<file path="src/rtl/main_bus_pkg.sv">
// Shared definitions for the main-bus driver/receiver pair: default widths and
// the receiver FSM state encoding.
package main_bus_pkg;

    localparam int DEF_WIDTH  = 4;
    localparam int DEF_DEPTH  = 4;
    localparam int DEF_SETTLE = 2;

    typedef enum logic [1:0] {
        ST_IDLE,
        ST_SETTLE,
        ST_CAPTURE,
        ST_WAIT_LOW
    } rx_state_e;

endpackage

</file>
<file path="src/rtl/main_bus_receiver_rx_fifo.sv">
// Synchronous first-word-fall-through FIFO; a push into a full FIFO is only
// accepted when a pop frees a slot in the same cycle.
module rx_fifo #(
    parameter int WIDTH = 4,
    parameter int DEPTH = 4
) (
    input  logic             i_clk,
    input  logic             i_rst_n,
    input  logic             i_push,
    input  logic [WIDTH-1:0] i_data,
    input  logic             i_pop,
    output logic [WIDTH-1:0] o_head,
    output logic             o_full,
    output logic             o_empty
);

    localparam int AW = $clog2(DEPTH);

    logic [WIDTH-1:0] r_mem [DEPTH];
    logic [AW-1:0]    r_wr_ptr;
    logic [AW-1:0]    r_rd_ptr;
    logic [AW:0]      r_count;
    logic             w_pop_ok;
    logic             w_push_ok;

    assign o_empty   = (r_count == '0);
    assign o_full    = (r_count == (AW+1)'(DEPTH));
    assign w_pop_ok  = i_pop && !o_empty;
    assign w_push_ok = i_push && (!o_full || w_pop_ok);
    assign o_head    = o_empty ? '0 : r_mem[r_rd_ptr];

    // NOTE: storage has no reset; validity lives entirely in r_count, so resetting
    // the array would only add reset fan-out without changing behaviour.
    always_ff @(posedge i_clk) begin
        if (w_push_ok) begin
            r_mem[r_wr_ptr] <= i_data;
        end
    end

    always_ff @(posedge i_clk) begin
        if (!i_rst_n) begin
            r_wr_ptr <= '0;
            r_rd_ptr <= '0;
            r_count  <= '0;
        end else begin
            if (w_push_ok) r_wr_ptr <= r_wr_ptr + AW'(1);
            if (w_pop_ok)  r_rd_ptr <= r_rd_ptr + AW'(1);
            case ({w_push_ok, w_pop_ok})
                2'b10:   r_count <= r_count + (AW+1)'(1);
                2'b01:   r_count <= r_count - (AW+1)'(1);
                default: r_count <= r_count;
            endcase
        end
    end

endmodule

</file>
<file path="src/rtl/main_bus_receiver.sv">
// Samples main_bus once per read_state pulse after a settle delay and queues the
// value for the CPU; a sticky flag records values dropped on a full queue.
module main_bus_receiver
    import main_bus_pkg::*;
#(
    parameter int WIDTH  = DEF_WIDTH,
    parameter int DEPTH  = DEF_DEPTH,
    parameter int SETTLE = DEF_SETTLE
) (
    input  logic             myclk,
    input  logic             reset_n,
    input  logic             read_state,
    input  logic [WIDTH-1:0] main_bus,
    output logic [WIDTH-1:0] cpu_data,
    output logic             cpu_valid,
    input  logic             cpu_ready,
    output logic             overflow,
    input  logic             ovf_clear,
    output logic             busy
);

    localparam int CW = (SETTLE > 1) ? $clog2(SETTLE) : 1;

    logic             r_rs_q;
    logic             r_rs_prev;
    logic [WIDTH-1:0] r_mb_q;
    rx_state_e        r_state;
    logic [CW-1:0]    r_cnt;
    logic             r_busy;
    logic             r_overflow;
    logic             w_push;
    logic             w_pop;
    logic             w_full;
    logic             w_empty;
    logic             w_drop;

    // NOTE: state registers use non-blocking assignments so every flop samples
    // the pre-edge value of its neighbours, which the rs_q -> rs_prev chain relies on.
    always_ff @(posedge myclk) begin
        if (!reset_n) begin
            r_rs_q    <= 1'b0;
            r_rs_prev <= 1'b0;
            r_mb_q    <= '0;
        end else begin
            r_rs_q    <= read_state;
            r_rs_prev <= r_rs_q;
            r_mb_q    <= main_bus;
        end
    end

    always_ff @(posedge myclk) begin
        if (!reset_n) begin
            r_state <= ST_IDLE;
            r_cnt   <= '0;
            r_busy  <= 1'b0;
        end else begin
            case (r_state)
                ST_IDLE: begin
                    if (r_rs_q && !r_rs_prev) begin
                        r_state <= ST_SETTLE;
                        r_cnt   <= '0;
                        r_busy  <= 1'b1;
                    end
                end
                ST_SETTLE: begin
                    // A pulse that ends before the settle time expires is ignored.
                    if (!r_rs_q) begin
                        r_state <= ST_IDLE;
                        r_busy  <= 1'b0;
                    end else if (r_cnt == CW'(SETTLE - 1)) begin
                        r_state <= ST_CAPTURE;
                    end else begin
                        r_cnt <= r_cnt + CW'(1);
                    end
                end
                ST_CAPTURE: begin
                    r_state <= ST_WAIT_LOW;
                end
                ST_WAIT_LOW: begin
                    if (!r_rs_q) begin
                        r_state <= ST_IDLE;
                        r_busy  <= 1'b0;
                    end
                end
                default: begin
                    r_state <= ST_IDLE;
                    r_busy  <= 1'b0;
                end
            endcase
        end
    end

    assign w_push = (r_state == ST_CAPTURE);
    assign w_pop  = !w_empty && cpu_ready;
    assign w_drop = w_push && w_full && !w_pop;

    always_ff @(posedge myclk) begin
        if (!reset_n) begin
            r_overflow <= 1'b0;
        end else if (w_drop) begin
            r_overflow <= 1'b1;
        end else if (ovf_clear) begin
            r_overflow <= 1'b0;
        end
    end

    rx_fifo #(
        .WIDTH (WIDTH),
        .DEPTH (DEPTH)
    ) u_fifo (
        .i_clk   (myclk),
        .i_rst_n (reset_n),
        .i_push  (w_push),
        .i_data  (r_mb_q),
        .i_pop   (w_pop),
        .o_head  (cpu_data),
        .o_full  (w_full),
        .o_empty (w_empty)
    );

    assign cpu_valid = !w_empty;
    assign overflow  = r_overflow;
    assign busy      = r_busy;

endmodule

</file>
<file path="config.mk">
export PLATFORM = sky130hd
export DESIGN_NAME = main_bus_receiver
export DESIGN_NICKNAME = d
export VERILOG_FILES = /design/src/rtl/main_bus_pkg.sv /design/src/rtl/main_bus_receiver_rx_fifo.sv /design/src/rtl/main_bus_receiver.sv
export SDC_FILE = /design/constraint.sdc
export NUM_CORES = 1
export LEC_CHECK = 0
export BUFFER_PORTS_ARGS = -buffer_cell sky130_fd_sc_hd__buf_2
export CORE_MARGIN = 10
export CORE_UTILIZATION = 55
export CTS_BUF_LIST = sky130_fd_sc_hd__clkbuf_8
export CTS_CLUSTER_DIAMETER = 30
export DETAILED_ROUTE_END_ITERATION = 16
export GPL_ROUTABILITY_DRIVEN = 0
export PLACE_DENSITY = 0.75
export SLEW_MARGIN = 20
export SYNTH_ARGS = -nofsm -noshare
export SYNTH_HDL_FRONTEND = slang
export SYNTH_SLANG_ARGS = --single-unit
</file>
<file path="constraint.sdc">
create_clock -name myclk -period 7.2 [get_ports myclk]
set_clock_uncertainty 0.2 [all_clocks]
set_input_delay 0.36 -clock myclk [delete_from_list [all_inputs] [get_ports myclk]]
set_output_delay 0.36 -clock myclk [all_outputs]
set_load 0.02 [all_outputs]
</file>
==> flow_metrics.tcl <==
set metrics [dict create \
    drive_gt1_share_pct 20.30 \
    tritoncts "yes" \
    grt-ovfl-total 0 \
    synth_top_family_by_area "simple AND/OR/NAND/NOR gates" \
    numCtsBuffers 5 \
    cts.htree.levels 2 \
    synth_xor_area_share_pct 1.193 \
    n_fill_cell 194 \
    cp-start-kind "register" \
    async_reset_ff_share_pct 0 \
    ios 16 \
    syn_nets 127 \
    dieArea_sq_mm 0.005138 \
    p_switching_mw 0.07010 \
    power_density_mw_per_mm2 214.8 \
    grt_usage_pct 9.609 \
    hold_path_class "in2reg" \
    ys_seq_elements 36 \
    drt_pass1_iterations 4 \
    cts-resized-gates 0 \
    netlist_instances 112 \
    fin_nets 147 \
    grt_max_degree 22 \
    drt_iter0_markers 16 \
    rsz0062_at_grt "no" \
    hold_violations 0 \
    hold_ws_ns 0.08294 \
    cts.sinks 36 \
    synth.most_common_cell "dfxtp_1" \
    arrival_ns 2.49 \
    max_slew_margin_pct 65.44 \
    drc 0 \
    portBuffers 15 \
    wl_met3_um 108 \
    cts_setup_buffers 0 \
    clk_latency_ns 0.28 \
    m1WireLength_um 1016 \
    cp_data_required_time_ns 7.21 \
    yosysSeqAreaShare_pct 59.97 \
    placed_area_sq_mm 0.001574 \
    synth_common_cells "20 x dfxtp_1, 16 x edfxtp_1, 13 x and2_1, 8 x inv_1, 8 x nand2_1" \
    power_leakage_nw 0.6036 \
    drtAntennaViolNets 0 \
    wl_per_cell_um 13.99 \
    viasPerCell 5.160 \
    irDropWorstVdd_mv 0.1556 \
    p_seq_share_pct 61.4 \
    worst_slack_ns 4.722 \
    die_w_um 71.68 \
    synth_edf_count 16 \
    synthMuxAreaShare_pct 8.177 \
    clk_path_buf_depth 2 \
    routed.top_layer "met4" \
    grt_pass1_vias 882 \
    combPwrFrac_pct 2.8 \
    final_cell_area_sq_mm 0.001654 \
    rows 18 \
    finalSetupTns_ns 0 \
    antenna_found_initial 0 \
    clkSlewWorstSetupHoldPaths_ns 0.07 \
    yosys.area_share.adder_pct 5.622 \
    root_buffer "clkbuf_8" \
    met2_length_um 1115 \
    synth_compound_area_share_pct 5.281 \
    drv_cap 0 \
    worst-slew-pin-transition_ns 0.5156 \
    coreArea_sq_mm 0.002522 \
    pwr-share-clk_pct 35.8 \
    period_share_pct 34.41 \
    swShare_pct 19.73 \
    cp_max_fo 7 \
    wirelength_um 2281 \
    dp_slack_ns 4.641 \
    critPathCaptureType "register" \
    dp_hpwl_um 1703 \
    initial_core_util_pct 58.23 \
    die_y_um 71.68 \
    num_antenna_cells 0 \
    yosysWarnings 0 \
    final-setup-viol-count 0 \
    drv_slew 0 \
    syn_area_sq_mm 0.001469 \
    synth_cell_types 29 \
    dominantRegCellSynth "dfxtp_1" \
    num_vias 841 \
    period_minus_slack_ns 2.478 \
    yosys.area_share.simple_pct 17.21 \
    grt_first_pass_wirelength_um 3836 \
    synth_top_area_share_pct 32.71 \
    synth_area_leaders "edfxtp_1 33%, dfxtp_1 27%, mux4_2 6.1%, and2_1 5.5%, ha_1 4.3%" \
    yosysTopAreaCell "edfxtp_1" \
    postCtsHoldBufs 0 \
    syn_area_per_cell_sq_um 13.12 \
    worstSetupPathType "reg2reg" \
    outcome "finished, final reports clean" \
    max_freq_ghz 0.4036 \
    p_int_mw 0.2853 \
    area_growth_pct 12.61 \
]
-- stage by stage --
stage	util (%)	instances	total power [mW]
5_1_grt	65.58	163	0.3696
6_report	65.58	163	0.3554
4_1_cts	65.58	163	0.3595
3_5_place_dp	62.40	155	0.2329
3_3_place_gp	62.40	155	0.2322
2_1_floorplan	-	112	0.2284
-- sequential cells by signal, summed over array words and instances (netlist names), named ones only --
register,count
busy,1
u_fifo.r_rd_ptr,2
overflow,1
r_state,1
u_fifo.r_wr_ptr,2
r_rs_q,1
r_rs_prev,1
u_fifo.r_mem,16
u_fifo.r_count,3
r_cnt,1
r_mb_q,4
-- area by class of cell --
class | instances | area [sq um] | share of cell area (%)
Tap cell | 30 | 37.54 | 2.269
Inverter | 8 | 30.03 | 1.815
Multi-Input combinational cell | 66 | 550.5 | 33.28
Clock inverter | 3 | 11.26 | 0.6808
Timing Repair Buffer | 15 | 75.07 | 4.539
Clock buffer | 5 | 68.82 | 4.160
Sequential cell | 36 | 880.8 | 53.25
-- kinds of logic (layout without fill, tap and decap cells) --
family / count (synthesis) / in the layout
adders and majority gates: 6 / 6
xor gates and xnor gates: 2 / 2
AOI/OAI and AO/OA: 12 / 12
buffers and inverters: 10 / 31
muxes: 7 / 7
DFF: 36 / 36
and+or+nand+nor: 39 / 39
-- critical path, cell delays in order (launching register included) --
cell	delay (ns)
dfxtp_1	0.36
nor4b_2	0.44
nor3_4	0.10
inv_1	0.07
ha_1	0.17
inv_1	0.06
fa_1	0.37
xor2_1	0.15
or3_1	0.32
a21boi_1	0.15
-- placed cells by master, fill, tap and decap left out, drive strengths merged, types with 2 or more instances in the layout --
cell type  Yosys  layout
dfxtp         20      20
edfxtp        16      16
buf            0      15
and2          13      13
inv            8      10
nand2          8       8
nor2b          7       7
ha             5       5
clkbuf         2       5
o21ai          5       5
mux4           4       4
mux2i          3       3
a21boi         3       3
nand2b         2       2
or3            2       2
nor3           2       2
-- per-layer routing --
layer  vias to the layer above  track usage [%]
met5                         -                0
met4                         0            5.161
met3                         5            4.270
met2                        12            15.69
met1                       397            10.18
li1                        427                -
-- worst paths after layout --
check / start / to / slack [ns] / cells past startpoint
hold / removal: read_state / r_rs_q$_SDFF_PN0_ / 0.08 / 2
hold reg to reg: r_mb_q[0]$_SDFF_PN0_ / u_fifo.r_mem[2][0]$_DFFE_PP_ / 0.27 / 0
setup reg to reg: u_fifo.r_count[0]$_SDFFE_PN0P_ / u_fifo.r_count[2]$_SDFFE_PN0P_ / 4.72 / 9
setup / recovery: u_fifo.r_count[0]$_SDFFE_PN0P_ / u_fifo.r_count[2]$_SDFFE_PN0P_ / 4.72 / 9
-- power by group through the flow --
| stage | clock, mW | combinational (mW) | sequential, mW |
|---|---|---|---|
| 6_report | 0.127 | 0.00997 | 0.218 |
| 5_1_grt | 0.140 | 0.0113 | 0.218 |
| 4_1_cts | 0.131 | 0.0102 | 0.218 |
| 3_5_place_dp | 0 | 0.0102 | 0.223 |
| 3_3_place_gp | 0 | 0.00984 | 0.222 |
| 2_1_floorplan | 0 | 0.00583 | 0.223 |
Note: power is estimated with default switching activity, not from simulation.
